--- src/rtl/cbus_rr_arbiter_pkg.sv ---
// Shared cbus bus types: request and response beats used by every cbus master and slave.
// Latency: n/a (types only).
// Backpressure: n/a (types only); flow control is carried in cbus_resp_t.ready.
//
// cbus_req_t  : valid, we, addr, wdata, len (beats-1 of the burst)
// cbus_resp_t : ready (beat accepted/returned), last (final beat), rdata
package cbus_rr_arbiter_pkg;

   localparam int CBUS_AW = 32;
   localparam int CBUS_DW = 32;
   localparam int CBUS_LW = 4;

   typedef struct packed {
      logic               valid;
      logic               we;
      logic [CBUS_AW-1:0] addr;
      logic [CBUS_DW-1:0] wdata;
      logic [CBUS_LW-1:0] len;
   } cbus_req_t;

   typedef struct packed {
      logic               ready;
      logic               last;
      logic [CBUS_DW-1:0] rdata;
   } cbus_resp_t;

endpackage

--- src/rtl/cbus_rr_arbiter_rr_pick.sv ---
// Round-robin search: first set bit of valid starting at (last+1) mod N, wrapping.
// Latency: purely combinational.
// Backpressure: none; the caller decides when to act on found/idx.
//
// Ports:
//   valid [N-1:0]  request vector
//   last  [IW-1:0] index granted most recently; search begins just after it
//   found          any bit of valid set
//   idx   [IW-1:0] winning index (0 when found is low)
module rr_pick #(
   parameter int N  = 2,
   parameter int IW = $clog2(N)
) (
   input  logic [N-1:0]  valid,
   input  logic [IW-1:0] last,
   output logic          found,
   output logic [IW-1:0] idx
);

   localparam logic [IW:0] LP_N = (IW+1)'(N);

   always_comb begin : p_search
      logic [IW:0] w_sum;
      found = 1'b0;
      idx   = '0;
      w_sum = '0;
      // k runs 1..N so the previous winner is examined last.
      // last <= N-1 and k <= N keep the sum below 2N, so one subtract wraps it.
      for (int k = 1; k <= N; k++) begin
         w_sum = {1'b0, last} + (IW+1)'(k);
         if (w_sum >= LP_N) begin
            w_sum = w_sum - LP_N;
         end
         if (!found && valid[w_sum[IW-1:0]]) begin
            found = 1'b1;
            idx   = w_sum[IW-1:0];
         end
      end
   end

endmodule

--- src/rtl/cbus_rr_arbiter.sv ---
// N-to-1 cbus arbiter, round-robin, grant locked for a whole burst (until oresp.last).
// Latency: 1 cycle from request to grant; one idle arbitration cycle between bursts.
// Backpressure: oresp.ready is passed straight to the granted requester; the others see all-zero responses.
//
// Ports:
//   clk, resetn          clock, asynchronous active-low reset
//   ireqs [N]            requester requests (0 = instruction side, 1 = data side)
//   iresps[N]            requester responses, only the granted one is non-zero
//   oreq                 downstream request (mux of the granted requester)
//   oresp                downstream response
//   busy                 a grant is active
//   grant_idx            current or most recent grant
module cbus_rr_arbiter
   import cbus_rr_arbiter_pkg::*;
#(
   parameter int N  = 2,
   parameter int IW = $clog2(N)
) (
   input  logic          clk,
   input  logic          resetn,
   input  cbus_req_t     ireqs  [N],
   output cbus_resp_t    iresps [N],
   output cbus_req_t     oreq,
   input  cbus_resp_t    oresp,
   output logic          busy,
   output logic [IW-1:0] grant_idx
);

   typedef enum logic {
      ST_IDLE  = 1'b0,
      ST_GRANT = 1'b1
   } state_t;

   state_t        r_state;
   logic [IW-1:0] r_sel;
   logic [IW-1:0] r_last;
   logic          r_busy;

   logic [N-1:0]  w_valid;
   logic          w_found;
   logic [IW-1:0] w_idx;

   always_comb begin
      w_valid = '0;
      for (int i = 0; i < N; i++) begin
         w_valid[i] = ireqs[i].valid;
      end
   end

   rr_pick #(
      .N  (N),
      .IW (IW)
   ) u_pick (
      .valid (w_valid),
      .last  (r_last),
      .found (w_found),
      .idx   (w_idx)
   );

   // Reset leaves last at N-1 so requester 0 wins the first arbitration.
   // Once granted, nothing but ready&&last (or reset) releases the grant,
   // even if the owner drops valid mid-burst.
   always_ff @(posedge clk or negedge resetn) begin
      if (!resetn) begin
         r_state <= ST_IDLE;
         r_sel   <= '0;
         r_last  <= IW'(N-1);
         r_busy  <= 1'b0;
      end else begin
         case (r_state)
            ST_IDLE: begin
               if (w_found) begin
                  r_state <= ST_GRANT;
                  r_sel   <= w_idx;
                  r_last  <= w_idx;
                  r_busy  <= 1'b1;
               end
            end
            ST_GRANT: begin
               if (oresp.ready && oresp.last) begin
                  r_state <= ST_IDLE;
                  r_busy  <= 1'b0;
               end
            end
            default: begin
               r_state <= ST_IDLE;
               r_busy  <= 1'b0;
            end
         endcase
      end
   end

   // Idle state drives nothing downstream and nothing back; a stray
   // oresp.ready while idle therefore never reaches a requester.
   always_comb begin
      oreq = '0;
      for (int i = 0; i < N; i++) begin
         iresps[i] = '0;
      end
      if (r_state == ST_GRANT) begin
         oreq          = ireqs[r_sel];
         iresps[r_sel] = oresp;
      end
   end

   assign busy      = r_busy;
   assign grant_idx = r_sel;

endmodule

--- config.mk ---
export PLATFORM = sky130hd
export DESIGN_NAME = cbus_rr_arbiter
export DESIGN_NICKNAME = d
export VERILOG_FILES = /design/src/rtl/cbus_rr_arbiter_pkg.sv /design/src/rtl/cbus_rr_arbiter_rr_pick.sv /design/src/rtl/cbus_rr_arbiter.sv
export SDC_FILE = /design/constraint.sdc
export NUM_CORES = 1
export LEC_CHECK = 0
export BUFFER_PORTS_ARGS = -buffer_cell sky130_fd_sc_hd__buf_2
export CORE_AREA = 3 3 120 122
export DETAILED_ROUTE_END_ITERATION = 10
export DIE_AREA = 0 0 123 125
export SLEW_MARGIN = 10
export SYNTH_ARGS = -nofsm -noshare
export SYNTH_HDL_FRONTEND = slang
export SYNTH_HIERARCHICAL = 1
export SYNTH_SLANG_ARGS = --single-unit
--- constraint.sdc ---
create_clock -name clk -period 2.85 [get_ports clk]
set_input_delay 0.57 -clock clk [delete_from_list [all_inputs] [get_ports clk]]
set_output_delay 0.57 -clock clk [all_outputs]
set_load 0.005 [all_outputs]
Word-level counts from Yosys, hierarchy flattened:

Cells that the tools add are included.

* bitwise gates (word level): 3
* add/subtract/negate cells: 4
* $lt $le $gt $ge: 6
* eq/ne operators: 2
* reduce and logical (&&, ||, !) cells: 6
* multiplexer cells: 23

Operator list (count)
* two-way mux 70 bit: 4
* AND 68 bit: 1
* two-way mux 68 bit: 1
* demux 34 bit (select 1 bit): 1
* two-way mux 34 bit: 1
* two-way mux 1 bit: 14
* greater-or-equal comparator 2 bit (second input constant): 3
* less-than comparator 1 x 2 -> 1 bit (second input constant): 2
* != test 2 x 1 -> 1 bit (second input constant): 2
* one-hot mux 1 bit (2 select lines): 2
* AND reduction 2 bit: 2
* logical AND 1 bit: 3
* adder 1 x 1 -> 2 bit (second input constant): 1
* adder 1 x 2 -> 2 bit (second input constant): 1
* less-than comparator 2 x 1 -> 1 bit (second input constant): 1
* inverter 1 -> 2 bit: 1
* subtractor 1 bit (second input constant): 2
* zero test 1 bit: 1
* inverter 1 bit: 1

* word-level logic and storage cells: 48
* register bits: 4
* output and inout port bits: 140

Depth between registers and ports, before layout:

* depth after elaboration: 11
* depth in mapped cells: 5
* mapped depth without buffers: 3

By module:

Netlist, hierarchy kept.

Modules (own cells, without submodules)
* cbus_rr_arbiter: seq. area each 101.3 um^2, cells each 247, area each 1908.1 um^2, times used 1
* rr_pick: seq. area each 0.0 um^2, cells each 2, area each 13.8 um^2, times used 1

Worst setup path before layout:

OpenSTA, ideal clock, no wires.

* path type: register to output
* start: reg r_sel (netlist: grant_idx)
* end: out oreq[44] in the netlist's numbering
* buffers on the path: 3
* data arrival time: 1.053 ns
* stages on the path, launching flop included: 6
* slack: 1.227 ns
* path through: dfrtp_1 > buf_4 > buf_8 > buf_12 > mux2i_1 > nor2b_1

RTL lines
* from (decl): RTL line cbus_rr_arbiter.sv:35 `logic [IW-1:0] r_sel;`
* from (signal assigned): RTL line cbus_rr_arbiter.sv:74 `r_sel <= w_idx;`
* to (decl): RTL line cbus_rr_arbiter.sv:23 `output cbus_req_t oreq,`

==> impl_metrics.yaml <==
timing:
  max_freq_mhz: 435
  worst_slack_ns: 0.550
  maxSlewHeadroom_pct: 64.0
  finalCriticalPeriod_ns: 2.30
  finalClockSkew_ns: 0.00424
  setup-tns-final_ns: 0
  final-max-slew-violation-count: 0
  setup_viol_count_final: 0
  rsz0062_at_grt: "no"
  hold_violations: 0
  fin_crit_sh_pct: 80.7
  worst_slew_pin_slew_ns: 0.538
floorplanning:
  die_w_um: 123
  fp.dieArea_um2: 15400
  initial_core_util_pct: 14.5
  dieHeight_um: 125
  io_pins: 316
  rows: 42
  core_area_um2: 13300
pwr:
  ir_worst_vdd_v: 0.000417
  power_per_cell_area_nw_per_um2: 721
  p_total_mw: 2.65
  power.leakage_nw: 2.29
synth:
  syn-num-nets: 425
  syn_area_um2: 1920
  synthXorXnorAreaFrac_pct: 0
  synth_top_family_by_area: "simple AND/OR/NAND/NOR gates"
  synth_fa_ha_area_share_pct: 0
  synthMuxAreaShare_pct: 37.6
  synth_compound_area_share_pct: 1.24
  ys_seq_area_share_pct: 5.27
  syn_avg_cell_area_um2: 7.72
  synth_warnings: 6
  synth.distinct_cells: 20
  synth-seq-cells: 4
  syn_inst: 249
  yosys.area_share.simple_pct: 46.7
final_layout:
  area_growth_pct: 91.3
  fin_util_pct: 27.6
  num_antenna_cells: 0
  nets: 723
  layout-drive-gt1-share_pct: 60.3
worst_setup_path:
  crit_chain: "buf_12 -> mux2i_1 -> nor2b_1 -> buf_2"
  crit_path_end_kind: "output port"
  worst_ep_arrival_time_ns: 1.73
  start_kind: "register"
  r2r_end: "grant_idx"
  cp_slowest_cell: "dfrtp_4"
  critPathKind: "reg2out"
  reg2reg_from: "r_state"
  critPathMaxStageDelay_ns: 0.62
  crit_required_ns: 2.28
  worst-r2r-setup-slack_ns: 1.42
  cp_max_fo: 57
  reg2regPathDepth: 3
routing:
  wl_per_cell_um: 12.4
  drt_iter0_drc: 48
  ant_nets: 0
  drc_errors: 0
  dr.pass1.iters: 4
  drt_wl_total_mm: 8.93
  via_per_inst: 3.87
  num_vias: 2791
outcome:
  status: "finished, final reports clean"
global_route:
  track_usage_pct: 9.88
  first_global_vias: 2534
  antenna_found_initial: 1
  grt_max_degree: 59
  grt_pass1_wl_mm: 12.6
  gr-total-overflow: 0
clock_tree:
  ctsResizeCount: 0
  cts_setup_buffers: 0
  cts_hold_buf: 0
  clk_pin_slew_ns: 0.03
  ctsRootBufferMaster: "clkbuf_16"
  htreeDepth: 1
  cts_buffer_depth: 2
  cts_tree: "done"
  clock_latency_ns: 0.23
  clock_sinks: 4
  cts_buffers: 3
place:
  port-buffer-count: 315
  dp_hpwl_mm: 7.64
  routabilityCongestion: 0.854
  dp_slack_ns: 0.797
hold_path:
  hp-class: "in2async"
run:
  max-cap-violations: 0
## placed cells by master, fill, tap and decap left out
cell type  count
and2_1        34
nor2b_4        1
a21o_1         1
dfrtp_4        1
buf_2        315
and3_1        34
mux2_2         2
dfrtp_2        1
clkbuf_1       1
o2bb2ai_1      1
nand2_1        1
buf_12         1
nor2_1         1
nor2b_1       71
a21boi_1       1
or2_1          1
dfrtp_1        1
dfstp_2        1
mux2i_1       70
buf_4          4
clkbuf_16      3
## state kept, by name, summed over array words and instances, names as in the netlist
| register | cells |
|---|---|
| busy | 1 |
| grant_idx | 1 |
| r_state | 1 |
| r_last | 1 |
## cell families (layout without fill, tap and decap cells)
logic type / Yosys count / in the layout
multiplexers: 72 / 72
flip-flops: 4 / 4
buffers and inverters: 27 / 324
AND/OR/NAND/NOR: 143 / 143
AO/OA/AOI/OAI: 3 / 3
## layout make-up
class                           instances  area [µm²]
Multi-Input combinational cell        218        1640
Tap cell                              176         220
Sequential cell                         4         106
Clock buffer                            4        78.8
Fill cell                            1474        9620
Timing Repair Buffer                  320        1630
## metal layers
layer	part of all wire, %	global-route usage [%]	routed length (µm)	up-vias
li1	-	-	-	1427
met1	39	11.5	3450	1194
met2	50	18.8	4480	154
met3	9.7	1.63	870	14
met4	1.3	1.95	115	2
met5	0.12	0	11	-
## worst max-delay path: cells and delay by family (launching register included)
family                 cells  cell delay [ns]
flip-flops                 1             0.62
buffers and inverters      2             0.49
AND/OR/NAND/NOR            1             0.17
multiplexers               1             0.13
## cell usage after synthesis
master	instances	share of area (%)
and2_1	34	11
buf_12	2	2.1
o2bb2ai_1	1	0.46
or2_1	1	0.33
buf_2	1	0.26
nor2b_4	1	0.72
nor2b_1	71	23
mux2i_1	70	36
and3_1	34	11
clkbuf_1	13	2.5
dfstp_2	1	1.4
nand2_1	1	0.20
nor2_1	1	0.20
a21boi_1	1	0.39
buf_8	1	0.78
mux2_2	2	1.2
clkbuf_2	3	0.78
dfrtp_1	3	3.9
a21o_1	1	0.39
buf_4	7	2.7
## worst max-delay path by stage
stage	start	end	slack, ns	cells after the start
3_3_place_gp	grant_idx	iresps[60]	0.81	3
3_5_place_dp	grant_idx	oreq[66]	0.80	4
5_1_grt	grant_idx	oreq[37]	0.45	4
4_1_cts	grant_idx	oreq[66]	0.56	4
6_report	grant_idx	oreq[37]	0.55	4
2_1_floorplan	grant_idx	oreq[44]	1.23	5
## stage by stage
stage	hold slack [ns]	instance area [µm²]	instances
2_1_floorplan	0.274	1920	249
3_3_place_gp	0.387	3600	718
3_5_place_dp	0.386	3600	718
4_1_cts	0.147	3680	722
5_1_grt	0.152	3680	722
6_report	0.144	3680	722
## report_power, final
part | switching (mW) | internal, mW | leakage, nW
Clock | 0.0419 | 0.185 | 0.0382
Combinational | 1.04 | 1.21 | 2.21
Sequential | 0.0778 | 0.0951 | 0.0424
No activity file was read; power rests on OpenSTA's default activity.
